[src/rtl/interrupt_controller_pkg.sv]
// Shared constants and state encoding for the interrupt controller, the control
// unit and the PCData mux, so all of them agree on handler addresses.
package interrupt_controller_pkg;

  localparam int NUM_LINES = 8;
  localparam int IDX_W     = $clog2(NUM_LINES);

  localparam logic [15:0]          HANDLER_BASE   = 16'h0100;
  localparam logic [15:0]          HANDLER_STRIDE = 16'h0004;
  localparam logic [NUM_LINES-1:0] MASK_RESET     = 8'hFF;

  typedef enum logic [1:0] {
    ST_IDLE    = 2'b00,
    ST_REQUEST = 2'b01,
    ST_SERVICE = 2'b10
  } int_state_t;

  // Handler address arithmetic is 16-bit and wraps modulo 2^16.
  function automatic logic [15:0] handler_addr(input logic [IDX_W-1:0] idx);
    logic [15:0] w_idx16;
    w_idx16 = {{(16-IDX_W){1'b0}}, idx};
    return HANDLER_BASE + (w_idx16 * HANDLER_STRIDE);
  endfunction

endpackage

[src/rtl/interrupt_controller_int_priority_encoder.sv]
// Combinational highest-index priority encoder; o_valid is low when nothing is
// requested and o_idx then reads zero.
module int_priority_encoder
  import interrupt_controller_pkg::*;
(
  input  logic [NUM_LINES-1:0] i_req,
  output logic [IDX_W-1:0]     o_idx,
  output logic                 o_valid
);

  // Ascending scan: the last set bit seen, i.e. the highest index, wins.
  always_comb begin
    o_idx   = '0;
    o_valid = 1'b0;
    for (int i = 0; i < NUM_LINES; i++) begin
      if (i_req[i]) begin
        o_idx   = IDX_W'(i);
        o_valid = 1'b1;
      end
    end
  end

endmodule

[src/rtl/interrupt_controller.sv]
// Edge-capturing, maskable, fixed-priority interrupt controller with a single
// request-in-service handshake towards the multicycle control FSM.
module interrupt_controller
  import interrupt_controller_pkg::*;
(
  input  logic                 CLK,
  input  logic                 RST_N,
  input  logic [NUM_LINES-1:0] HardwareInterrupt,
  input  logic                 IntAck,
  input  logic                 IntDone,
  input  logic                 FlippedWrite,
  input  logic [NUM_LINES-1:0] Flipped,
  input  logic                 InterruptWrite,
  input  logic [NUM_LINES-1:0] MaskData,
  output logic                 InterruptIn,
  output logic [IDX_W-1:0]     IntVector,
  output logic [15:0]          HandlerAddr,
  output logic [NUM_LINES-1:0] Pending,
  output logic [NUM_LINES-1:0] Mask,
  output logic                 InService
);

  int_state_t           r_state;
  logic [NUM_LINES-1:0] r_prev;
  logic [NUM_LINES-1:0] r_pending;
  logic [NUM_LINES-1:0] r_mask;
  logic                 r_int_req;
  logic [IDX_W-1:0]     r_int_vector;
  logic                 r_in_service;

  logic [NUM_LINES-1:0] w_rise;
  logic [NUM_LINES-1:0] w_eligible;
  logic [NUM_LINES-1:0] w_ack_clr;
  logic [NUM_LINES-1:0] w_pending_next;
  logic [IDX_W-1:0]     w_winner;
  logic                 w_win_valid;
  logic                 w_ack_take;

  assign w_rise     = HardwareInterrupt & ~r_prev;
  assign w_eligible = r_pending & r_mask;

  int_priority_encoder u_prio (
    .i_req   (w_eligible),
    .o_idx   (w_winner),
    .o_valid (w_win_valid)
  );

  // An ack only counts in REQUEST while something is still eligible; a
  // withdrawn request takes precedence over a late ack.
  assign w_ack_take = (r_state == ST_REQUEST) && w_win_valid && IntAck;

  // A rising edge beats both clear sources, so a coincident edge is never lost.
  genvar gi;
  generate
    for (gi = 0; gi < NUM_LINES; gi++) begin : g_pend
      assign w_ack_clr[gi]      = w_ack_take && (r_int_vector == IDX_W'(gi));
      assign w_pending_next[gi] = w_rise[gi] |
                                  (r_pending[gi] & ~w_ack_clr[gi] &
                                   ~(FlippedWrite & Flipped[gi]));
    end
  endgenerate

  always_ff @(posedge CLK) begin
    if (!RST_N) begin
      r_state      <= ST_IDLE;
      r_prev       <= '0;
      r_pending    <= '0;
      r_mask       <= MASK_RESET;
      r_int_req    <= 1'b0;
      r_int_vector <= '0;
      r_in_service <= 1'b0;
    end else begin
      r_prev    <= HardwareInterrupt;
      r_pending <= w_pending_next;
      if (InterruptWrite) begin
        r_mask <= MaskData;
      end
      case (r_state)
        ST_IDLE: begin
          r_int_vector <= w_winner;
          if (w_win_valid) begin
            r_state   <= ST_REQUEST;
            r_int_req <= 1'b1;
          end
        end
        ST_REQUEST: begin
          if (!w_win_valid) begin
            r_state      <= ST_IDLE;
            r_int_req    <= 1'b0;
            r_int_vector <= w_winner;
          end else if (IntAck) begin
            // Vector stays frozen on the line being serviced.
            r_state      <= ST_SERVICE;
            r_int_req    <= 1'b0;
            r_in_service <= 1'b1;
          end else begin
            r_int_vector <= w_winner;
          end
        end
        ST_SERVICE: begin
          if (IntDone) begin
            r_state      <= ST_IDLE;
            r_in_service <= 1'b0;
          end
        end
        default: begin
          r_state      <= ST_IDLE;
          r_int_req    <= 1'b0;
          r_in_service <= 1'b0;
        end
      endcase
    end
  end

  assign InterruptIn = r_int_req;
  assign IntVector   = r_int_vector;
  assign HandlerAddr = handler_addr(r_int_vector);
  assign Pending     = r_pending;
  assign Mask        = r_mask;
  assign InService   = r_in_service;

endmodule

[config.mk]
export PLATFORM = sky130hd
export DESIGN_NAME = interrupt_controller
export DESIGN_NICKNAME = d
export VERILOG_FILES = /design/src/rtl/interrupt_controller_pkg.sv /design/src/rtl/interrupt_controller_int_priority_encoder.sv /design/src/rtl/interrupt_controller.sv
export SDC_FILE = /design/constraint.sdc
export NUM_CORES = 1
export LEC_CHECK = 0
export ABC_AREA = 1
export CORE_MARGIN = 4
export CORE_UTILIZATION = 37
export CTS_CLUSTER_DIAMETER = 150
export CTS_CLUSTER_SIZE = 30
export DETAILED_ROUTE_END_ITERATION = 8
export HOLD_SLACK_MARGIN = 0.03
export PLACE_DENSITY_LB_ADDON = 0.15
export SYNTH_ARGS = -nofsm -noshare
export SYNTH_HDL_FRONTEND = slang
export SYNTH_SLANG_ARGS = --single-unit
export TNS_END_PERCENT = 1
[constraint.sdc]
create_clock -name CLK -period 1 [get_ports CLK]
set_input_delay 0.2 -clock CLK [delete_from_list [all_inputs] [get_ports CLK]]
set_output_delay 0.2 -clock CLK [all_outputs]
set_load 0.01 [all_outputs]
==> Word level (Yosys, flattened, before mapping) <==
Cells that the tools add are included.
{ "totals": {"register_bits": 31} }
{ "op_classes": {"add_sub_neg": 1, "n_eq_ne": 15, "n_mux": 31, "n_bitwise": 53, "reduce_logical": 17} }
{ "op_table": {"columns": ["cell", "n"], "rows": [
  ["$and 1x1->1", 24],
  ["$mux 3", 6],
  ["$not 1->1", 18],
  ["$and 8x8->8", 2],
  ["$mux 1", 15],
  ["$eq 3x3->1 const B", 4],
  ["$mux 2", 6],
  ["$add 9x5->10 const A", 1],
  ["$logic_and 1x1->1", 10],
  ["$ne 2x2->1 const B", 4],
  ["$not 8->8", 1],
  ["$or 1x1->1", 8],
  ["$eq 3x2->1 const B", 2],
  ["$ne 3x3->1 const B", 2],
  ["$pmux 1 s3", 2],
  ["$pmux 2 s3", 1],
  ["$pmux 3 s2", 1],
  ["$reduce_and 3->1", 2],
  ["$reduce_and 4->1", 1],
  ["$eq 3x1->1 const B", 1],
  ["$logic_not 3->1", 1],
  ["$eq 2x1->1 const B", 1],
  ["$eq 2x2->1 const B", 1],
  ["$logic_not 2->1", 1],
  ["other kinds (2)", 2]
]} }

==> Depth between registers and ports, before layout <==
{ "logic_depth": {"depth_word": 16, "ltp_mapped": 9, "depth_no_buf": 9} }

==> Hierarchy <==
From an unflattened synthesis, not the netlist that was laid out.
{ "unflattened": {"cells_unflattened": 211, "hier_area_um2": 1451.4} }
{ "by_module_without_submodules": {"columns": ["module", "n_inst", "cells_each", "area_per_inst_um2", "seq_area_each_um2"], "rows": [
  ["interrupt_controller", 1, 191, 1373.8, 620.6],
  ["int_priority_encoder", 1, 20, 77.6, 0.0]
]} }

==> Worst setup path before layout <==
Ideal clock, no wire load.
{ "synth_timing": {"path_type": "register to register", "start": "register r_pending[2] (netlist: Pending[2])", "end": "register r_pending[4] (netlist: Pending[4])", "setup_time_ns": 0.116, "t_arrival_ns": 1.030, "t_required_ns": 0.884, "slack_ns": -0.147, "path_stages_with_launch": 10, "synth_period_minus_slack_ns": 1.147, "path_cell_list": "dfxtp_1 -> nand2_1 -> nand2_1 -> nor2_4 -> nand2_4 -> nand2_8 -> nor2_4 -> nand2_1 -> nand2_1 -> o21ai_1"} }
{ "synth_between": {"elab_chain_cells": 14} }
{ "synth_rtl": {"columns": ["element", "line", "rtl"], "rows": [
  ["start: declaration", "interrupt_controller.sv:25", "logic [NUM_LINES-1:0] r_pending;"],
  ["start signal: assignment", "interrupt_controller.sv:74", "r_pending <= w_pending_next;"],
  ["$and 8x8->8", "interrupt_controller.sv:40", "assign w_eligible = r_pending & r_mask;"],
  ["$mux 1 (6 in a row)", "interrupt_controller_int_priority_encoder.sv:16", "if (i_req[i]) begin"],
  ["$logic_and 1x1->1 (2 in a row)", "interrupt_controller.sv:50", "assign w_ack_take = (r_state == ST_REQUEST) && w_win_valid && IntAck;"],
  ["$logic_and 1x1->1", "interrupt_controller.sv:56", "assign w_ack_clr[gi] = w_ack_take && (r_int_vector == IDX_W'(gi));"],
  ["$not 1->1", "interrupt_controller.sv:58", "(r_pending[gi] & ~w_ack_clr[gi] &"],
  ["$and 1x1->1 (2 in a row)", "interrupt_controller.sv:58", null],
  ["$or 1x1->1", "interrupt_controller.sv:57", "assign w_pending_next[gi] = w_rise[gi] |"]
]} }
Every way passes these cells.
A chain may end at the register's enable or synchronous reset.

==> Worst setup path in the final report <==
{ "layout_timing": {"start": "input IntAck", "end": "register r_pending[4] (netlist: Pending[4])"} }
{ "layout_between": {"elab_chain_cells": 6} }
{ "layout_rtl": {"columns": ["element", "line", "rtl"], "rows": [
  ["start: declaration", "interrupt_controller.sv:9", "input logic IntAck,"],
  ["$logic_and 1x1->1", "interrupt_controller.sv:50", null],
  ["$logic_and 1x1->1", "interrupt_controller.sv:56", null],
  ["$not 1->1", "interrupt_controller.sv:58", null],
  ["$and 1x1->1 (2 in a row)", "interrupt_controller.sv:58", null],
  ["$or 1x1->1", "interrupt_controller.sv:57", null]
]} }
Every way passes these cells.

==> results by group <==
Clocking
  – CTS root buffer: clkbuf_8
  – CTS tree: done
  – Clk Latency, worst-skew pair: approximately 0.28 ns
  – # hold bufs at CTS: 0
  – Clock Sinks: 31
  – H-tree lvl count: 2
  – Clock tree buffer depth: 2
  – Total CTS buffers: 5
  – Worst-path clk slew: 0.07 ns

Route
  – Via/cell ratio: ~4.3
  – DR WL/cell: 11.0 microns
  – Post-route antenna net violation count: 0
  – Post-route DRC violation count: 0
  – Via Count: roughly 1400
  – Iter 0 DRT Violations: 69
  – DRT Pass-1 Iters: 4
  – Final wirelength: roughly 3600 microns

Logic synthesis
  – Post-synth cell types: 23
  – Async set or reset register ratio after synthesis: 0%
  – Area of the mapped netlist: roughly 1500 sq um
  – EDFF count, synth: 0
  – Top-area cell type share of the netlist area: between 40% and 50%
  – Post-synthesis sequential area ratio: around two fifths
  – Most common library cells after synthesis: nand2_1, dfxtp_1, buf_4, inv_1
  – Ys flop type: dfxtp_1
  – Top-count cell post-synth: nand2_1
  – Post-synthesis instance total: slightly above 200
  – Synth top area cells: dfxtp_1, nand2_1, buf_4
  – Synthesis-stage register bit count: 31
  – Avg Cell Area, Syn: 7.32 sq um
  – Yosys top cell by area: dfxtp_1
  – Synth warn: 0

Status
  – Violated checks: negative setup slack
  – Status: finished with violations

Floorplan
  – I/O Pins: between 60 and 70
  – Die width: 71.4 microns
  – FP Rows: 22
  – Core Area: about 3800 sq um
  – Die Span Y: between 70 and 80 microns
  – Die Area: 5090 sq um
  – Initial Utilization: between 30% and 40%

Setup path
  – Critical Path Source Type: input pin
  – Slowest cell on crit path: clkdlybuf4s50_1
  – Worst-path cell chain: clkdlybuf4s50_1, inv_1, nor2_4, nand2_8, nor2_4, nand2_1, nand2_1, o21ai_1
  – Worst Path Max Fanout: 6
  – Data arrival time of the worst path: between 1 and 1.5 ns
  – Crit. End Element: register
  – Critical path buffers and inverters: 2
  – Slowest stage delay, CP: approximately 0.5 ns
  – Critical Path RT: ~1.2 ns
  – Critical path class: in -> reg
  – CP top delay family: buffers and inverters

Pwr
  – Flop pwr share: roughly two fifths
  – Int Power: approximately 2.5 mW
  – P_sw: 1.04 mW
  – Combinational fraction of design power: between 20% and 30%
  – P_leak: about 1.1 nW
  – Maximum vdd ir drop: roughly 0.85 mV
  – Clock power share: slightly above 30%
  – Power per cell area: between 1500 and 2000 nW/um^2
  – Switching part of the total: between 20% and 30%
  – Final Power: about 3.5 mW

Hold path
  – HP Class: in -> reg

Flow run
  – Max_cap viols: 0

STA
  – RSZ-0062 raised after global routing: yes
  – Final-report setup violation count: 19
  – Final period util: 117%
  – FMAX: approximately 850 MHz
  – Min Clock Period, post-route: roughly 1.2 ns
  – Slew Limit Fails: 0
  – Worst Skew: between 0.005 and 0.006 ns
  – Fin. Hold Viols: 0
  – Final Hold Slack: ~0.34 ns
  – Final worst slack: -0.173 ns

Final layout
  – Share of cells above drive strength 1: 37.1%
  – Fill count: approximately 380
  – Inserted Diodes: 0
  – Post-route cell area: roughly 2200 sq um
  – Final net count: around 300
  – Synthesis-to-layout area growth: 51.1%

GRT
  – Total track usage: about 15%
  – Number of antenna violations at the first check in global routing: 0
  – Pin count of the biggest net entering global routing: 16
  – Grt total ovfl: 0
  – First-pass GRT wire length: 6070 microns
  – Vias in the first global route: roughly 1400

Place
  – Estimated wirelength of the detail-placed design: just under 3000 microns
  – Area after DPL: between 2000 and 2500 sq um
  – Placer Congestion: between 0.8 and 0.9
  – PortBufs: between 50 and 60
power groups by stage:
stage,Combinational (mW),Sequential [mW],Clock (mW)
final,0.990,1.45,1.09
after detailed placement,1.02,1.47,0
after floorplan,0.492,1.51,0
after global placement,1.01,1.47,0
after global routing,1.10,1.46,1.16
after CTS,0.962,1.45,1.11
cells by family (layout without fill, tap and decap cells):
kind of cell	after synthesis	count (layout)	synth area share, %
DFF	31	31	41.8
other	2	13	0.506
buffers and inverters	38	104	14.8
and+or+nand+nor	110	110	35.4
AOI/OAI and AO/OA	22	22	7.50
routing by layer:
layer	vias to the layer above	part of all wire (%)	GRT usage, %
li1	753	-	-
met1	607	43	18.0
met2	40	47	24.8
met3	5	8.0	5.33
met4	0	1.8	6.26
met5	-	0	0
path summary, 6_finish.rpt:
kind	start	to	slack, ns	cells past startpoint
min reg2reg	r_prev[6]	Pending[6]	0.40	1
min	RST_N	r_prev[2]	0.34	4
max reg2reg	Mask[7]	Pending[4]	-0.16	9
max	IntAck	Pending[4]	-0.17	8
sequential cells by signal (all words and copies together) (netlist names):
name	count
r_state	2
Pending	8
r_prev	8
Mask	8
InService	1
IntVector	3
InterruptIn	1
layout make-up:
cell class | count | area, sq um | area share, %
Multi-Input combinational cell | 145 | 713 | 31.8
Timing Repair Buffer | 79 | 653 | 29.1
Sequential cell | 31 | 651 | 29.0
Clock buffer | 7 | 96.3 | 4.29
Inverter | 17 | 63.8 | 2.84
Tap cell | 48 | 60.1 | 2.68
Clock inverter | 1 | 7.51 | 0.334
tightest hold or removal path, stage by stage:
cell and delay, ns:
dlymetal6s2s_1 0.17, nand2_1 0.09, buf_4 0.09, inv_1 0.03
metrics by stage:
stage	utilization [%]	setup WS (ns)	setup TNS (ns)	cells
after global placement	57.2	-0.452	-10.15	315
final	59.5	-0.173	-1.98	328
after floorplan	-	-0.0865	-0.834	214
after global routing	59.5	-0.272	-3.41	328
after CTS	58.2	-0.165	-2.58	324
after detailed placement	57.2	-0.459	-10.19	315
cells in the final DEF, fill, tap and decap left out, types with 2 or more instances in the layout:
| cell | instances |
|---|---|
| nand2_2 | 13 |
| nand2_1 | 64 |
| dfxtp_4 | 2 |
| nand3_1 | 13 |
| buf_4 | 23 |
| a21oi_2 | 2 |
| conb_1 | 13 |
| or2_0 | 2 |
| buf_2 | 20 |
| nand4_1 | 2 |
| o21ai_1 | 7 |
| a21oi_1 | 11 |
| inv_1 | 16 |
| nand2_4 | 2 |
| clkbuf_8 | 7 |
| buf_6 | 6 |
| nor2_1 | 6 |
| dfxtp_2 | 18 |
| dfxtp_1 | 11 |
| clkdlybuf4s50_1 | 28 |
| nor2_4 | 5 |
what timing repair did:
item                       4_1_cts  5_1_grt
pin swaps                        7        9
setup endpoints to repair       39       36
setup buffers                    1        4
resized for setup               90       22
Power figures use the tool's default switching activity.
